<file path="src/rtl/spi_slave.sv">
`timescale 1ns/1ps
`default_nettype none
// ============================================================================
//  Module   : spi_slave
//  Brief    : SPI mode-0 responder (CPOL=0, CPHA=0, MSB first), all pins
//             oversampled in the clk domain. Received frames are presented
//             as a one-cycle strobe; transmit bytes come from a one-entry
//             valid/ready buffer.
//  Revision : 1.0 - initial release
// ============================================================================
module spi_slave #(
  parameter int DATA_W      = 8,
  parameter int SYNC_STAGES = 2
) (
  input  logic              clk,
  input  logic              resetn,
  input  logic              spi_clk,
  input  logic              spi_mosi,
  input  logic              spi_cs,
  output logic              spi_miso,
  input  logic [DATA_W-1:0] tx_data,
  input  logic              tx_valid,
  output logic              tx_ready,
  output logic [DATA_W-1:0] rx_data,
  output logic              rx_valid,
  output logic              tx_underrun,
  output logic              busy
);

  localparam int c_CNT_W = $clog2(DATA_W + 1);

  typedef enum logic [0:0] {
    ST_IDLE  = 1'b0,
    ST_SHIFT = 1'b1
  } state_t;

  // Synchroniser chains (bit 0 is the first stage) and edge-detect flops
  logic [SYNC_STAGES-1:0] r_sclk_sync;
  logic [SYNC_STAGES-1:0] r_mosi_sync;
  logic [SYNC_STAGES-1:0] r_cs_sync;
  logic                   r_sclk_d;
  logic                   r_cs_d;

  logic w_sclk_s, w_mosi_s, w_cs_s;
  logic w_sclk_rise, w_sclk_fall, w_cs_fall, w_cs_rise;

  state_t r_state, w_state_nxt;

  // The MSB of each frame lives directly in r_miso, so the transmit shifter
  // only holds the remaining DATA_W-1 bits. Likewise the receive shifter
  // holds the first DATA_W-1 bits and the last bit is taken straight from
  // the synchronised pin when the frame completes.
  logic [c_CNT_W-1:0] r_bitcnt,   w_bitcnt_nxt;
  logic [DATA_W-2:0]  r_shreg_tx, w_shreg_tx_nxt;
  logic [DATA_W-2:0]  r_shreg_rx, w_shreg_rx_nxt;
  logic               r_miso,     w_miso_nxt;
  logic [DATA_W-1:0]  r_rx_data,  w_rx_data_nxt;
  logic               r_rx_valid, w_rx_valid_nxt;
  logic               r_underrun, w_underrun_nxt;
  logic [DATA_W-1:0]  r_buf,      w_buf_nxt;
  logic               r_buf_full, w_buf_full_nxt;

  logic               w_frame_load;
  logic               w_accept;
  logic [DATA_W-1:0]  w_load_val;
  logic [DATA_W-1:0]  w_rx_shifted;

  // Pin synchronisers plus one delay flop for edge detection; cs idles high
  always_ff @(posedge clk or negedge resetn) begin
    if (!resetn) begin
      r_sclk_sync <= '0;
      r_mosi_sync <= '0;
      r_cs_sync   <= '1;
      r_sclk_d    <= 1'b0;
      r_cs_d      <= 1'b1;
    end else begin
      r_sclk_sync <= {r_sclk_sync[SYNC_STAGES-2:0], spi_clk};
      r_mosi_sync <= {r_mosi_sync[SYNC_STAGES-2:0], spi_mosi};
      r_cs_sync   <= {r_cs_sync[SYNC_STAGES-2:0], spi_cs};
      r_sclk_d    <= r_sclk_sync[SYNC_STAGES-1];
      r_cs_d      <= r_cs_sync[SYNC_STAGES-1];
    end
  end

  assign w_sclk_s    = r_sclk_sync[SYNC_STAGES-1];
  assign w_mosi_s    = r_mosi_sync[SYNC_STAGES-1];
  assign w_cs_s      = r_cs_sync[SYNC_STAGES-1];
  assign w_sclk_rise =  w_sclk_s & ~r_sclk_d;
  assign w_sclk_fall = ~w_sclk_s &  r_sclk_d;
  assign w_cs_fall   = ~w_cs_s   &  r_cs_d;
  assign w_cs_rise   =  w_cs_s   & ~r_cs_d;

  // FSM state register
  always_ff @(posedge clk or negedge resetn) begin
    if (!resetn) begin
      r_state <= ST_IDLE;
    end else begin
      r_state <= w_state_nxt;
    end
  end

  // Next-state, shift-register and transmit-buffer decisions
  always_comb begin
    w_state_nxt    = r_state;
    w_bitcnt_nxt   = r_bitcnt;
    w_shreg_tx_nxt = r_shreg_tx;
    w_shreg_rx_nxt = r_shreg_rx;
    w_miso_nxt     = r_miso;
    w_rx_data_nxt  = r_rx_data;
    w_rx_valid_nxt = 1'b0;
    w_underrun_nxt = 1'b0;
    w_frame_load   = 1'b0;
    w_load_val     = r_buf_full ? r_buf : '0;
    w_rx_shifted   = {r_shreg_rx, w_mosi_s};

    case (r_state)
      ST_IDLE: begin
        // sclk edges are ignored while deselected
        if (w_cs_fall) begin
          w_state_nxt    = ST_SHIFT;
          w_bitcnt_nxt   = '0;
          w_frame_load   = 1'b1;
          w_shreg_tx_nxt = w_load_val[DATA_W-2:0];
          w_miso_nxt     = w_load_val[DATA_W-1];
          w_underrun_nxt = ~r_buf_full;
        end
      end
      ST_SHIFT: begin
        // Deselect wins over any sclk edge seen in the same cycle
        if (w_cs_rise) begin
          w_state_nxt  = ST_IDLE;
          w_bitcnt_nxt = '0;
          w_miso_nxt   = 1'b0;
        end else if (w_sclk_rise) begin
          w_shreg_rx_nxt = w_rx_shifted[DATA_W-2:0];
          w_bitcnt_nxt   = r_bitcnt + c_CNT_W'(1);
          if (r_bitcnt == c_CNT_W'(DATA_W - 1)) begin
            w_rx_data_nxt  = w_rx_shifted;
            w_rx_valid_nxt = 1'b1;
          end
        end else if (w_sclk_fall) begin
          if (r_bitcnt == c_CNT_W'(DATA_W)) begin
            // Frame boundary with cs still low: start the next frame
            w_bitcnt_nxt   = '0;
            w_frame_load   = 1'b1;
            w_shreg_tx_nxt = w_load_val[DATA_W-2:0];
            w_miso_nxt     = w_load_val[DATA_W-1];
            w_underrun_nxt = ~r_buf_full;
          end else if (r_bitcnt != '0) begin
            w_miso_nxt     = r_shreg_tx[DATA_W-2];
            w_shreg_tx_nxt = {r_shreg_tx[DATA_W-3:0], 1'b0};
          end
        end
      end
      default: begin
        w_state_nxt = ST_IDLE;
      end
    endcase

    // A frame load empties the buffer; an accept in the same cycle refills it
    w_accept       = tx_valid & ~r_buf_full;
    w_buf_nxt      = w_accept ? tx_data : r_buf;
    if (w_frame_load) begin
      w_buf_full_nxt = w_accept;
    end else begin
      w_buf_full_nxt = r_buf_full | w_accept;
    end
  end

  // Datapath and strobe registers
  always_ff @(posedge clk or negedge resetn) begin
    if (!resetn) begin
      r_bitcnt   <= '0;
      r_shreg_tx <= '0;
      r_shreg_rx <= '0;
      r_miso     <= 1'b0;
      r_rx_data  <= '0;
      r_rx_valid <= 1'b0;
      r_underrun <= 1'b0;
      r_buf      <= '0;
      r_buf_full <= 1'b0;
    end else begin
      r_bitcnt   <= w_bitcnt_nxt;
      r_shreg_tx <= w_shreg_tx_nxt;
      r_shreg_rx <= w_shreg_rx_nxt;
      r_miso     <= w_miso_nxt;
      r_rx_data  <= w_rx_data_nxt;
      r_rx_valid <= w_rx_valid_nxt;
      r_underrun <= w_underrun_nxt;
      r_buf      <= w_buf_nxt;
      r_buf_full <= w_buf_full_nxt;
    end
  end

  assign spi_miso    = r_miso;
  assign tx_ready    = ~r_buf_full;
  assign rx_data     = r_rx_data;
  assign rx_valid    = r_rx_valid;
  assign tx_underrun = r_underrun;
  assign busy        = (r_state == ST_SHIFT);

endmodule
`default_nettype wire

</file>
<file path="config.mk">
export PLATFORM = sky130hd
export DESIGN_NAME = spi_slave
export DESIGN_NICKNAME = d
export VERILOG_FILES = /design/src/rtl/spi_slave.sv
export SDC_FILE = /design/constraint.sdc
export NUM_CORES = 1
export LEC_CHECK = 0
export CAP_MARGIN = 10
export CORE_MARGIN = 2
export CORE_UTILIZATION = 54
export CTS_BUF_LIST = sky130_fd_sc_hd__clkbuf_16
export DETAILED_ROUTE_END_ITERATION = 7
export GPL_ROUTABILITY_DRIVEN = 0
export MAX_ROUTING_LAYER = met4
export PLACE_DENSITY = 0.78
export SLEW_MARGIN = 15
export SYNTH_ARGS = -nofsm -noshare
export SYNTH_HDL_FRONTEND = slang
export SYNTH_SLANG_ARGS = --single-unit
export TNS_END_PERCENT = 5
</file>
<file path="constraint.sdc">
create_clock -name clk -period 2.3 [get_ports clk]
set_clock_uncertainty 0.1 [all_clocks]
set_input_delay 0.23 -clock clk [delete_from_list [all_inputs] [get_ports clk]]
set_output_delay 0.23 -clock clk [all_outputs]
set_load 0.01 [all_outputs]
</file>
==> results.sh <==
export IMPL_grt_start_max_net_pins=32
export IMPL_power_per_cell_area_nw_per_um2=942.4
export IMPL_clock_sinks=47
export IMPL_cts_tree="done"
export IMPL_synthTopCellsByArea="dfrtp_1 54%, mux2_2 13%, mux2_4 5.9%, dfstp_2 3.9%, nand3_1 2.2%"
export IMPL_post_synth_inst_count=157
export IMPL_synth_area_leader_cell="dfrtp_1"
export IMPL_die_width_um=65.42
export IMPL_routed_via_density=5.513
export IMPL_post_route_period_util_pct=90.42
export IMPL_reg2reg_depth=4
export IMPL_dp_final_hpwl_mm=2.593
export IMPL_share_of_layout_cells_above_drive_strength_1_pct=26.32
export IMPL_cts_root_buf="clkbuf_16"
export IMPL_max_cap_viol_count=0
export IMPL_synth_cell_types=36
export IMPL_timing_hold_worst_path_depth=0
export IMPL_fp_dieArea_sq_um=4279
export IMPL_detail_route_antenna_nets=0
export IMPL_drt_iter0_markers=55
export IMPL_setup_total_negative_slack_ns=0
export IMPL_placeable_area_sq_um=3633
export IMPL_timing_critical_path_slowest_cell_delay_ns=0.60
export IMPL_syn_mean_instance_area_sq_um=12.97
export IMPL_asyncSetResetFlopFracSynth_pct=100.0
export IMPL_initial_utilization_pct=56.06
export IMPL_num_rows=22
export IMPL_cp_start_kind="register"
export IMPL_total_leakage_power_nw=1.157
export IMPL_timing_hold_worst_endpoint="r_sclk_sync[1]"
export IMPL_number_of_top_level_design_ports=27
export IMPL_cp_slowest_cell="dfstp_2"
export IMPL_final_setup_viol_count=0
export IMPL_regToRegStartpoint="r_cs_d"
export IMPL_drt_pre_antenna_iters=4
export IMPL_syn_warnings=0
export IMPL_clkSlewWorstSetupHoldPaths_ns=0.06
export IMPL_hold_viol_final=0
export IMPL_rsz0062_at_grt="false"
export IMPL_io_buffer_count=26
export IMPL_layout_cell_area_non_filler_sq_um=2504
export IMPL_post_cts_buffers=0
export IMPL_fmax_mhz=480.8
export IMPL_numCtsBuffers=5
export IMPL_clk_path_buf_depth=2
export IMPL_vias=1312
export IMPL_timing_critical_path_cells="or2b_4 > nand3_4 > or3_1 > mux2_4"
export IMPL_synthToLayoutAreaGrowth_pct=22.91
export IMPL_initial_antenna_violation_count=0
export IMPL_setup_worst_path_end_class="register"
export IMPL_fp_dieH_um=65.42
export IMPL_final_period_minus_worst_setup_slack_ns=2.080
export IMPL_synth_edf_count=0
export IMPL_min_delay_path_class="reg -> reg"
export IMPL_first_pass_grt_wire_length_mm=6.175
export IMPL_cell_area_after_technology_mapping_sq_um=2037
export IMPL_detail_route_wirelength_mm=3.523
export IMPL_antenna_cells=0
export IMPL_power_ir_vdd_worst_mv=0.5312
export IMPL_max_slew_margin_rel_pct=54.38
export IMPL_synth_net_count=173
export IMPL_worst_slew_pin_slew_ns=0.6843
export IMPL_run_status="completed"
export IMPL_finalNetCount=206
export IMPL_grt_pass1_vias=1299
export IMPL_drcViolationCount=0
export IMPL_rr_endpoint="rx_data[5]"
export IMPL_overall_fraction_of_global_route_tracks_in_use_pct=19.82
export IMPL_p_total_mw=2.360
export IMPL_worst_setup_slack_for_register_to_register_paths_ns=0.22
export IMPL_final_max_slew_viol_count=0
export IMPL_htree_num_levels=2
export IMPL_wire_per_inst_um=14.80
export IMPL_detailed_place_area_sq_um=2355
export IMPL_worstSkewPairLatency_ns=0.28
export IMPL_hold_path_startpoint="r_sclk_sync[0]"
export IMPL_synth_sequential_area_ratio_pct=57.92
export IMPL_synth_top_cell_area_share_pct=54.05
export IMPL_worst_ep_required_time_ns=2.37
export IMPL_worstPathMaxFanout=9
export IMPL_critPathKind="reg -> reg"
export IMPL_critical_path_arrival_ns=2.15
export IMPL_ys_flop_type="dfrtp_1"
export IMPL_yosys_register_bits=47
export IMPL_overflow=0
==> report_power, final <==
group	internal, mW	total, mW	switching, mW	leakage, nW
combinational	0.295	0.485	0.190	0.495
clock	0.396	0.678	0.282	0.0696
sequential	1.04	1.20	0.160	0.592
==> layer usage <==
metal | vias up | global-route usage [%] | routed length (um)
li1 | 616 | - | -
met1 | 659 | 23.90 | 1492
met2 | 28 | 31.25 | 1810
met3 | 9 | 6.164 | 154
met4 | 0 | 8.073 | 67
met5 | - | - | 0
==> kinds of logic after synthesis <==
| logic type | share of synthesized area (%) |
|---|---|
| AOI/OAI and AO/OA | 7.125 |
| DFF | 57.92 |
| and+or+nand+nor | 11.55 |
| xor gates and xnor gates | 0.4301 |
| muxes | 19.10 |
| buffers and inverters | 2.641 |
| adders and majority gates | 1.228 |
==> sequential cells by signal, summed over array words and instances (netlist names) <==
signal       count
busy             1
r_bitcnt         4
r_buf            8
r_buf_full       1
r_cs_d           1
r_cs_sync        2
r_mosi_sync      2
r_sclk_d         1
r_sclk_sync      2
r_shreg_rx       7
r_shreg_tx       7
rx_data          8
rx_valid         1
spi_miso         1
tx_underrun      1
==> per-stage QoR <==
step	instances	util [%]	hold slack, ns	setup WS, ns
after global placement	230	64.81	0.1871	0.2804
after detailed placement	230	64.81	0.2041	0.2189
after CTS	238	68.91	0.2511	0.2052
after global routing	238	68.91	0.2581	0.1410
after floorplan	157	-	-0.1656	0.3897
final	238	68.91	0.2509	0.2203
==> how the worst max path moves through the flow <==
stage,endpoint,start,cells after the start,slack [ns]
2_1_floorplan,rx_data[0],r_cs_d,6,0.39
3_3_place_gp,rx_data[7],r_cs_d,4,0.28
3_5_place_dp,rx_data[3],r_cs_d,4,0.22
4_1_cts,rx_data[3],r_cs_d,4,0.21
5_1_grt,rx_data[5],r_cs_d,4,0.14
6_report,rx_data[5],r_cs_d,4,0.22
==> synthesized netlist by cell type (2+ instances only) <==
cell type and count:
nor2_1 4, dfstp_2 3, and3_1 2, clkbuf_1 2, o211ai_1 2, o21ai_0 8
dfrtp_1 44, a21oi_1 4, nand2_1 12, inv_1 5, a211oi_1 2, ha_1 2
nor2b_1 3, mux2_2 23, nand3_1 9, nand2b_1 4, a22o_1 2, mux2_4 8
==> repair_timing <==
item                      CTS  global route
resized for setup           0             0
hold buffers                1             0
hold endpoints to repair   26             0
==> area by class of cell <==
cell class              instances  area [sq um]
flip-flops and latches         47          1180
fillers                       278          1130
multi-input cells              99         803.3
repair buffers                 32         302.8
clock buffers                   5         125.1
well taps                      48         60.06
inverters                       5         18.77
clock inverters                 2         13.76
==> worst max-delay path: cells and delay by family, from the launching register on <==
family | cells | cell delay [ns]
flip-flops | 1 | 0.60
AND/OR/NAND/NOR | 3 | 0.90
multiplexers | 1 | 0.37
==> cells in the final DEF, fill, tap and decap left out, types with 5 or more instances in the layout <==
cell             synthesis  routed
dfrtp_1                 44      44
o21ai_0                  8       8
inv_1                    5       5
nand3_1                  9       9
nand2_1                 12      12
mux2_4                   8       8
clkdlybuf4s50_1          0      25
buf_4                    1       5
clkbuf_16                0       5
mux2_2                  23      23
Power figures use the tool's default switching activity.
